`src/rtl/mem_access_pkg.sv`:
```
// ---------------------------------------------------------------------------
// mem_access_pkg
//
// Shared definitions for the memory-stage access controller:
//   - trunk_mode codes describing access size and load extension
//   - FSM state encoding for mem_access_unit
//   - small helpers that decode the access size and build byte enables
//     and lane-replicated store data
// ---------------------------------------------------------------------------
package mem_access_pkg;

    localparam logic [2:0] TM_WORD   = 3'b000;
    localparam logic [2:0] TM_HALF_U = 3'b001;
    localparam logic [2:0] TM_HALF_S = 3'b010;
    localparam logic [2:0] TM_BYTE_U = 3'b011;
    localparam logic [2:0] TM_BYTE_S = 3'b100;

    typedef enum logic [1:0] {
        ST_IDLE   = 2'd0,
        ST_ACCESS = 2'd1,
        ST_DONE   = 2'd2
    } state_t;

    typedef enum logic [1:0] {
        SZ_BYTE = 2'd0,
        SZ_HALF = 2'd1,
        SZ_WORD = 2'd2
    } size_t;

    // Codes 101-111 are not defined as sub-word accesses, so they fall
    // through to a full word access.
    function automatic size_t decode_size(input logic [2:0] tm);
        size_t sz;
        case (tm)
            TM_HALF_U, TM_HALF_S: sz = SZ_HALF;
            TM_BYTE_U, TM_BYTE_S: sz = SZ_BYTE;
            default:              sz = SZ_WORD;
        endcase
        return sz;
    endfunction

    function automatic logic is_signed_mode(input logic [2:0] tm);
        return (tm == TM_HALF_S) || (tm == TM_BYTE_S);
    endfunction

    // Bytes can never be misaligned; halves need an even address and
    // words need both low address bits clear.
    function automatic logic is_misaligned(input size_t sz, input logic [1:0] off);
        logic mis;
        case (sz)
            SZ_HALF: mis = off[0];
            SZ_WORD: mis = |off;
            default: mis = 1'b0;
        endcase
        return mis;
    endfunction

    function automatic logic [3:0] byte_enables(input size_t sz, input logic [1:0] off);
        logic [3:0] be;
        case (sz)
            SZ_BYTE: be = 4'b0001 << off;
            SZ_HALF: be = 4'b0011 << off;
            default: be = 4'b1111;
        endcase
        return be;
    endfunction

    // The memory picks the lane from the byte enables, so the store value
    // is simply copied into every lane it could land in.
    function automatic logic [31:0] replicate_store(input size_t sz, input logic [31:0] d);
        logic [31:0] w;
        case (sz)
            SZ_BYTE: w = {4{d[7:0]}};
            SZ_HALF: w = {2{d[15:0]}};
            default: w = d;
        endcase
        return w;
    endfunction

endpackage

```
`src/rtl/mem_access_unit_load_extract.sv`:
```
// ---------------------------------------------------------------------------
// load_extract
//
// Combinational lane select and zero/sign extension of a data-memory read
// word.
//
// Ports:
//   rdata      in  32  raw word returned by the data memory
//   addr       in   2  byte offset of the access inside the word
//   trunk_mode in   3  access size/sign code (mem_access_pkg TM_*)
//   data_out   out 32  extracted and extended load value
// ---------------------------------------------------------------------------
module load_extract
    import mem_access_pkg::*;
(
    input  logic [31:0] rdata,
    input  logic [1:0]  addr,
    input  logic [2:0]  trunk_mode,
    output logic [31:0] data_out
);

    logic [7:0]  byte_lane;
    logic [15:0] half_lane;
    logic        sign_ext;

    always_comb begin
        byte_lane = rdata[7:0];
        case (addr)
            2'd1:    byte_lane = rdata[15:8];
            2'd2:    byte_lane = rdata[23:16];
            2'd3:    byte_lane = rdata[31:24];
            default: byte_lane = rdata[7:0];
        endcase

        half_lane = addr[1] ? rdata[31:16] : rdata[15:0];
        sign_ext  = is_signed_mode(trunk_mode);

        case (decode_size(trunk_mode))
            SZ_BYTE: data_out = {{24{sign_ext & byte_lane[7]}}, byte_lane};
            SZ_HALF: data_out = {{16{sign_ext & half_lane[15]}}, half_lane};
            default: data_out = rdata;
        endcase
    end

endmodule

```
`src/rtl/mem_access_unit.sv`:
```
// ---------------------------------------------------------------------------
// mem_access_unit
//
// Memory-stage access controller sitting after the EX/MEM register. It
// launches one request/ready transaction per memory op, aligns and extends
// load data for MEM/WB, and stalls the upstream pipeline while the access
// is in flight. A DONE bubble after every op keeps the same EX/MEM contents
// from being launched twice before the register advances.
//
// Optional feature (macro MEM_ACCESS_TIMEOUT_EN): a watchdog abandons an
// access after TIMEOUT_CYCLES ACCESS cycles without dmem_ready and pulses
// timeout_err_out. Without the macro the access waits indefinitely and
// timeout_err_out is tied to 0.
//
// Ports:
//   clock, reset          clock and async active-high reset
//   MemRead_in/MemWrite_in   memory op controls from EX/MEM
//   trunk_mode_in         access size/sign code
//   addr_in               byte address
//   store_data_in         store value
//   dmem_req/we/addr/be/wdata   registered data-memory request
//   dmem_rdata, dmem_ready      data-memory response
//   load_data_out         registered load value, held until next load
//   load_valid            one-cycle pulse on load completion
//   stall                 combinational upstream freeze
//   misalign_out          one-cycle pulse for a misaligned op
//   timeout_err_out       one-cycle pulse on watchdog expiry
// ---------------------------------------------------------------------------
module mem_access_unit
    import mem_access_pkg::*;
#(
    parameter int ADDR_W         = 11,
    parameter int TIMEOUT_CYCLES = 255
) (
    input  logic              clock,
    input  logic              reset,
    input  logic              MemRead_in,
    input  logic              MemWrite_in,
    input  logic [2:0]        trunk_mode_in,
    input  logic [31:0]       addr_in,
    input  logic [31:0]       store_data_in,
    output logic              dmem_req,
    output logic              dmem_we,
    output logic [ADDR_W-1:0] dmem_addr,
    output logic [3:0]        dmem_be,
    output logic [31:0]       dmem_wdata,
    input  logic [31:0]       dmem_rdata,
    input  logic              dmem_ready,
    output logic [31:0]       load_data_out,
    output logic              load_valid,
    output logic              stall,
    output logic              misalign_out,
    output logic              timeout_err_out
);

    state_t            state_q,      state_d;
    logic              req_q,        req_d;
    logic              we_q,         we_d;
    logic [ADDR_W-1:0] addr_q,       addr_d;
    logic [3:0]        be_q,         be_d;
    logic [31:0]       wdata_q,      wdata_d;
    logic              rd_q,         rd_d;
    logic [2:0]        mode_q,       mode_d;
    logic [1:0]        lane_q,       lane_d;
    logic [31:0]       load_data_q,  load_data_d;
    logic              load_valid_q, load_valid_d;
    logic              misalign_q,   misalign_d;

    logic              op;
    size_t             size_in;
    logic [31:0]       extracted;

`ifdef MEM_ACCESS_TIMEOUT_EN
    localparam int CNT_W = ($clog2(TIMEOUT_CYCLES + 1) > 8) ? $clog2(TIMEOUT_CYCLES + 1) : 8;

    logic [CNT_W-1:0]  cnt_q,        cnt_d;
    logic              timeout_q,    timeout_d;
`else
    logic [31:0]       unused_timeout_cfg;
    assign unused_timeout_cfg = 32'(TIMEOUT_CYCLES);
`endif

    // Word-address bits above the memory's range are intentionally dropped.
    generate
        if (ADDR_W < 30) begin : g_unused_addr
            logic unused_addr_bits;
            assign unused_addr_bits = ^addr_in[31:ADDR_W+2];
        end
    endgenerate

    assign op      = MemRead_in | MemWrite_in;
    assign size_in = decode_size(trunk_mode_in);

    // Lane and mode are captured at launch so extraction does not depend on
    // the EX/MEM register still holding the op when ready arrives.
    load_extract u_load_extract (
        .rdata      (dmem_rdata),
        .addr       (lane_q),
        .trunk_mode (mode_q),
        .data_out   (extracted)
    );

    // Next-state and registered-output logic. Pulse outputs default low;
    // everything else holds unless the current state updates it.
    always_comb begin
        state_d      = state_q;
        req_d        = req_q;
        we_d         = we_q;
        addr_d       = addr_q;
        be_d         = be_q;
        wdata_d      = wdata_q;
        rd_d         = rd_q;
        mode_d       = mode_q;
        lane_d       = lane_q;
        load_data_d  = load_data_q;
        load_valid_d = 1'b0;
        misalign_d   = 1'b0;
`ifdef MEM_ACCESS_TIMEOUT_EN
        cnt_d        = cnt_q;
        timeout_d    = 1'b0;
`endif

        case (state_q)
            ST_IDLE: begin
                if (op) begin
                    if (is_misaligned(size_in, addr_in[1:0])) begin
                        misalign_d = 1'b1;
                        state_d    = ST_DONE;
                    end else begin
                        state_d = ST_ACCESS;
                        req_d   = 1'b1;
                        we_d    = MemWrite_in;
                        addr_d  = addr_in[ADDR_W+1:2];
                        be_d    = byte_enables(size_in, addr_in[1:0]);
                        wdata_d = replicate_store(size_in, store_data_in);
                        // A write wins when both controls are set.
                        rd_d    = MemRead_in & ~MemWrite_in;
                        mode_d  = trunk_mode_in;
                        lane_d  = addr_in[1:0];
`ifdef MEM_ACCESS_TIMEOUT_EN
                        cnt_d   = '0;
`endif
                    end
                end
            end

            ST_ACCESS: begin
                if (dmem_ready) begin
                    req_d   = 1'b0;
                    state_d = ST_DONE;
                    if (rd_q) begin
                        load_data_d  = extracted;
                        load_valid_d = 1'b1;
                    end
                end
`ifdef MEM_ACCESS_TIMEOUT_EN
                else if (int'(cnt_q) + 1 >= TIMEOUT_CYCLES) begin
                    req_d     = 1'b0;
                    timeout_d = 1'b1;
                    state_d   = ST_DONE;
                    if (rd_q) begin
                        load_data_d = '0;
                    end
                end else begin
                    cnt_d = cnt_q + CNT_W'(1);
                end
`endif
            end

            ST_DONE: begin
                state_d = ST_IDLE;
            end

            default: begin
                state_d = ST_IDLE;
            end
        endcase
    end

    // State and output registers; reset abandons any access in flight.
    always_ff @(posedge clock or posedge reset) begin
        if (reset) begin
            state_q      <= ST_IDLE;
            req_q        <= 1'b0;
            we_q         <= 1'b0;
            addr_q       <= '0;
            be_q         <= '0;
            wdata_q      <= '0;
            rd_q         <= 1'b0;
            mode_q       <= '0;
            lane_q       <= '0;
            load_data_q  <= '0;
            load_valid_q <= 1'b0;
            misalign_q   <= 1'b0;
        end else begin
            state_q      <= state_d;
            req_q        <= req_d;
            we_q         <= we_d;
            addr_q       <= addr_d;
            be_q         <= be_d;
            wdata_q      <= wdata_d;
            rd_q         <= rd_d;
            mode_q       <= mode_d;
            lane_q       <= lane_d;
            load_data_q  <= load_data_d;
            load_valid_q <= load_valid_d;
            misalign_q   <= misalign_d;
        end
    end

`ifdef MEM_ACCESS_TIMEOUT_EN
    // Watchdog counter and its error pulse.
    always_ff @(posedge clock or posedge reset) begin
        if (reset) begin
            cnt_q     <= '0;
            timeout_q <= 1'b0;
        end else begin
            cnt_q     <= cnt_d;
            timeout_q <= timeout_d;
        end
    end

    assign timeout_err_out = timeout_q;
`else
    assign timeout_err_out = 1'b0;
`endif

    assign dmem_req      = req_q;
    assign dmem_we       = we_q;
    assign dmem_addr     = addr_q;
    assign dmem_be       = be_q;
    assign dmem_wdata    = wdata_q;
    assign load_data_out = load_data_q;
    assign load_valid    = load_valid_q;
    assign misalign_out  = misalign_q;

    // Stall covers the launch cycle and the whole access, but not DONE.
    assign stall = ((state_q == ST_IDLE) & op) | (state_q == ST_ACCESS);

endmodule

```
`config.mk`:
```
export PLATFORM = sky130hd
export DESIGN_NAME = mem_access_unit
export DESIGN_NICKNAME = d
export VERILOG_FILES = /design/src/rtl/mem_access_pkg.sv /design/src/rtl/mem_access_unit_load_extract.sv /design/src/rtl/mem_access_unit.sv
export SDC_FILE = /design/constraint.sdc
export NUM_CORES = 1
export LEC_CHECK = 0
export BUFFER_PORTS_ARGS = -buffer_cell sky130_fd_sc_hd__buf_2
export CORE_UTILIZATION = 40
export DETAILED_ROUTE_END_ITERATION = 10
export PLACE_DENSITY_LB_ADDON = 0.3
export SLEW_MARGIN = 20
export SYNTH_ARGS = -nofsm -noshare
export SYNTH_HDL_FRONTEND = slang
export SYNTH_SLANG_ARGS = --single-unit
```
`constraint.sdc`:
```
create_clock -name clock -period 7.5 [get_ports clock]
set_clock_uncertainty 0.1 [all_clocks]
set_input_delay 1.125 -clock clock [delete_from_list [all_inputs] [get_ports clock]]
set_output_delay 1.125 -clock clock [all_outputs]
set_load 0.02 [all_outputs]
```
==> metrics.txt, run 1 <==
FP Rows=38; Top FF cell, synth=dfrtp_1; starting density of the core=0.419; CP Class=in2out; Required @ worst endpoint=between 6 and 7 ns; syn_area_per_cell=11.8 µm²; placed inst area=0.00551 mm²; io pins=189; vias in the first global route=3767; CTS resizes=0; first-pass GRT wire length=18600 µm; Post-route DRC=0; type of origin of the critical path=input pin; global route overflow=0; PD cells=about 420 mW/mm²; core footprint=between 0.01 and 0.015 mm²; wire per inst=17.0 µm; Async SR Flop Fraction=1.00; non-filler instance count after layout=694; leakage=2.66 nW; Detailed Routing Iterations Pass 1=4; Reg clk slew, reported paths=0.06 ns; Die Y-Extent=110 µm; top cells by area, synth=dfrtp_1 49%, mux2_1 8.7%, mux2_2 5.6%; Area Growth Syn to Fin=25.0%; status=complete, no violations; Inst Count DP=678; syn_nets=slightly below 500; Final period util=0.447; GP Congestion=0.805; total power draw=2.43 mW; CP Capture Type=output pin; CTS tree=yes; total CTS buffers=9; Worst VDD drop=roughly 0.18 mV; setup repair after global routing missed its margin=false; clock sink count=91; final wirelength=11800 µm; # H-tree levels=3; Starting DRT DRC Count=173; Final Max Slew Viols=0; via count=3803; pin count of the biggest net entering global routing=50; final hold vios=0; Syn. warnings=0; largest area contributor in the netlist=dfrtp_1; Post-Syn Instances=around 400; CP max FO=10; initial antenna violation count=0; MaxCap Viol Count=0; setup violators final=0; worst relative slew slack=0.306; Cell Area, Synth=0.00464 mm²; Final Critical Period=3.35 ns; synth unique cells=57; share of the synthesized area in the top cell type=0.491; final-stage net count=653; worst hold path type=reg2reg; die area=0.0120 mm²; die width=110 µm; final core occ=0.524; Worst-Margin Slew=1.04 ns; clock latency on the worst-skew pair=0.35 ns; CTS max path bufs=2; Setup TNS=0 ns; dpl hpwl=roughly 8500 µm; final instance area=approximately 0.0058 mm²; ANT cells=0; Total Routing Usage GR=0.206; Seq/Total Area, Yosys=0.491; routed vias/inst=5.48; Root Buffer=clkbuf_16; highest clock rate=0.299 GHz; #FFs+latches synth=91; Final ANT Viol Nets=0; arrival time worst endpoint=2.12 ns; Post-synth EDFFs=0; I/O Buffers=168; # Post-CTS Setup Buffers=0; share of layout cells above drive strength 1=0.401; cts hold-fix bufs=0
-- report_power, final --
group          switching, mW  internal (mW)  total (mW)  leakage (nW)
Combinational          0.648          0.446        1.09          1.45
Sequential             0.178          0.717       0.895          1.07
Clock                  0.190          0.252       0.442         0.142
Total                   1.02           1.41        2.43          2.66
-- critical path, stage by stage --
cell and delay, ns:
buf_2 0.11, o21ai_1 0.59, nand2_1 0.11, buf_2 0.19
-- worst paths after layout --
path                            slack [ns]   startpoint                 to  cells past startpoint
max in group asynchronous             5.53        reset  load_data_out[22]                      3
worst min register to register        0.38     dmem_req           dmem_req                      1
min in group asynchronous             0.72        reset         load_valid                      2
worst max-delay path                  4.15  MemWrite_in              stall                      4
worst min-delay path                  0.38     dmem_req           dmem_req                      1
worst max register to register        4.57   state_q[0]   load_data_out[2]                      6
-- stage by stage --
| step | setup slack [ns] | hold slack (ns) |
|---|---|---|
| final | 4.15 | 0.377 |
| after global routing | 4.03 | 0.386 |
| after CTS | 4.13 | 0.380 |
| after detailed placement | 3.83 | 0.363 |
| after global placement | 3.96 | 0.359 |
| after floorplan | 3.91 | 0.394 |
-- placed cells by master (no fill, tap or decap), types with 8 or more instances in the layout --
cell	instances
nor3_1	15
a2bb2oi_1	8
inv_1	13
mux2i_1	24
clkbuf_16	9
mux2_2	23
buf_2	168
a21oi_1	16
dfrtp_1	91
mux2_1	36
o21ai_0	20
nor2_1	21
a221o_1	16
or3_1	14
-- synth_stat cells, types with 2 or more instances --
master / number
a21oi_1: 16
a221o_1: 16
a2bb2oi_1: 8
a31oi_1: 3
buf_1: 2
buf_2: 8
buf_4: 2
buf_6: 7
clkbuf_1: 6
dfrtp_1: 91
inv_1: 14
mux2_1: 36
mux2_2: 23
mux2i_1: 24
nand2_1: 7
nand2b_1: 2
nand3_1: 4
nor2_1: 21
nor2b_1: 2
nor3_1: 15
o21a_1: 3
o21ai_0: 20
o21ai_1: 2
o221ai_1: 7
o311ai_0: 7
or2_2: 2
or3_1: 14
xnor2_1: 2
-- metal layers --
metal | global-route usage | vias to the layer above | wire, µm
li1 | - | 1798 | -
met2 | 0.322 | 151 | 5350
met3 | 0.0545 | 17 | 924
met1 | 0.267 | 1837 | 5260
met5 | 0 | - | 0
met4 | 0.0933 | 0 | 238
-- logic make-up after synthesis --
| family | Yosys count | synth area share |
|---|---|---|
| AO/OA/AOI/OAI | 97 | 0.162 |
| flip-flops | 91 | 0.491 |
| multiplexers | 84 | 0.200 |
| AND/OR/NAND/NOR | 77 | 0.0911 |
| buffers and inverters | 39 | 0.0466 |
| XOR/XNOR | 4 | 0.00917 |
| other | 1 | 0.000808 |
-- state kept, by name (all words and copies together) (netlist names) --
register / count
dmem_be: 4
load_data_out: 32
dmem_addr: 11
load_valid: 1
lane_q: 2
dmem_wdata: 32
dmem_we: 1
state_q: 2
mode_q: 3
rd_q: 1
dmem_req: 1
misalign_out: 1
-- area by class of cell --
class	instances	area, µm²
multi-input combinational	263	2150
clock inverter	3	21.3
tap	140	175
timing repair buffer	170	856
fill	1000	5280
inverter	14	55.1
clock buffer	13	270
sequential	91	2280
Note: power is estimated with default switching activity, not from simulation.
==> inputs of run 2 (changes only) <==
- clock period: 7.5 -> 2.9 ns (I/O delays scaled with it)
==> run 2 against run 1 <==
Against the previous run: register-to-register slack worse by 3.9 ns; sequential power is 150% higher; sequential share of layout area is 0.51 points lower; count of clock-buffer cells in the layout is 2 lower; final area is 1.3% higher; first-iteration DRC count is 34% higher; wire length is 0.47% higher; largest cell class unchanged; final cell count is 0.86% higher; global-route usage is 0.12 points higher; hold slack worse by 0.33 ns; via count is 1.7% higher.
==> metrics.txt, run 2 (same netlist as run 1, synthesis figures left out) <==
die width=110 µm (unchanged); CTS resizes=0 (unchanged); CP max FO=25 (+15); Critical Path Max Stage Delay=0.82 ns (+0.23 ns); worst relative slew slack=0.398 (+0.0912); highest clock rate=0.444 GHz; FP Rows=38 (unchanged); final core occ=0.531 (+0.00689); Cell Chain, Critical Path=and3b_1, o21ai_1, nor3_1, or3_1; GP Congestion=0.808 (+0.26%); worst slack at placement=0.488 ns (-3.34 ns); final-stage net count=661 (+1.2%); clock latency on the worst-skew pair=0.34 ns (about the same); initial antenna violation count=0 (unchanged); core footprint=0.0111 mm² (unchanged); Area Growth Syn to Fin=26.7%; non-filler instance count after layout=700 (+0.86%); status=complete, no violations; setup violators final=0 (unchanged); I/O Buffers=168 (unchanged); Reg clk slew, reported paths=0.06 ns (about the same); Final ANT Viol Nets=0 (unchanged); Die Y-Extent=110 µm (unchanged); Total Routing Usage GR=0.207 (+0.00116); CTS tree=yes; Final Max Slew Viols=0 (unchanged); Root Buffer=clkbuf_16; Starting DRT DRC Count=231 (+34%); Inst Count DP=686 (+1.2%); most frequent cells in the layout=168 x buf_2, 91 x dfrtp_1, 36 x mux2_1, 24 x mux2i_1, 23 x mux2_2; cts hold-fix bufs=0 (unchanged); Final Critical Period=2.25 ns; pin count of the biggest net entering global routing=50 (unchanged); hold slack=0.0449 ns (-0.332 ns); leakage=2.70 nW (+1.7%); first-pass GRT wire length=19000 µm (+2.2%); clock sink count=91 (unchanged); MaxCap Viol Count=0 (unchanged); starting density of the core=0.419 (unchanged); fill count=1007 (+0.70%); global route overflow=0 (unchanged); die area=0.0120 mm² (unchanged); vias in the first global route=3783 (+0.42%); PD cells=1080 mW/mm² (+160%); Worst-Margin Slew=0.899 ns (-0.137 ns); post-route setup slack=0.649 ns (-3.50 ns); CP Class=reg2reg; via count=3866 (+1.7%); Final period util=0.776; routed vias/inst=5.52 (+0.79%); arrival time worst endpoint=2.37 ns (+0.25 ns); type of origin of the critical path=register; WP buf/inv=0 (-2); # Post-CTS Setup Buffers=0 (unchanged); total CTS buffers=9 (unchanged); wire per inst=16.9 µm (-0.39%); final hold vios=0 (unchanged); ANT cells=0 (unchanged); final wirelength=11800 µm (+0.47%); CP Capture Type=register; commonest non-fill, non-tap cell in the layout=buf_2; Required @ worst endpoint=3.02 ns (-3.25 ns); Detailed Routing Iterations Pass 1=4 (unchanged); worst hold path type=in2async; cell family with most CP delay=flip-flops; setup repair after global routing missed its margin=false; share of layout cells above drive strength 1=0.407 (+0.00642); slowest CP cell=dfrtp_1; io pins=189 (unchanged); CTS max path bufs=2 (unchanged); # H-tree levels=3 (unchanged); dpl hpwl=8520 µm (+0.54%); Worst VDD drop=0.584 mV (+220%); Setup TNS=0 ns (unchanged); Post-route DRC=0 (unchanged)
[run 2: path summary, 6_finish.rpt]
kind	end	depth (start not counted)	slack (ns)	from
setup / recovery	load_data_out[6]	4	0.65	mode_q[2]
hold / removal	load_valid	2	0.04	reset
setup reg to reg	load_data_out[6]	4	0.65	mode_q[2]
hold reg to reg	dmem_req	1	0.38	dmem_req
max in group asynchronous	load_data_out[30]	3	1.98	reset
min in group clock	rd_q	2	0.20	MemWrite_in
[run 2: power by group]
part,total [mW],internal (mW),switching [mW]
clock network,1.15,0.679,0.474
logic,2.98,1.21,1.77
registers,2.23,1.86,0.372
[run 2: area by class of cell]
class                   count  area, µm²  share of cell area
multi-input cells         263       2150               0.365
repair buffers            178        941               0.160
clock inverters             3       40.0             0.00681
flip-flops and latches     91       2280               0.387
inverters                  14       55.1             0.00937
clock buffers              11        243              0.0413
well taps                 140        175              0.0298
[run 2: layer usage]
layer / track usage / wire length (µm) / vias up / part of all wire
met4: 0.0933 / 291 / 0 / 0.025
li1: - / - / 1811 / -
met1: 0.264 / 5030 / 1871 / 0.43
met3: 0.0551 / 1040 / 21 / 0.088
met5: 0 / 0 / - / 0
met2: 0.329 / 5460 / 163 / 0.46
[run 2: per-stage QoR]
stage / cell area (µm²) / power, mW
after floorplan: 4640 / 4.27
after global placement: 5600 / 5.16
after detailed placement: 5600 / 5.25
after CTS: 5880 / 6.42
after global routing: 5880 / 6.77
final: 5880 / 6.36
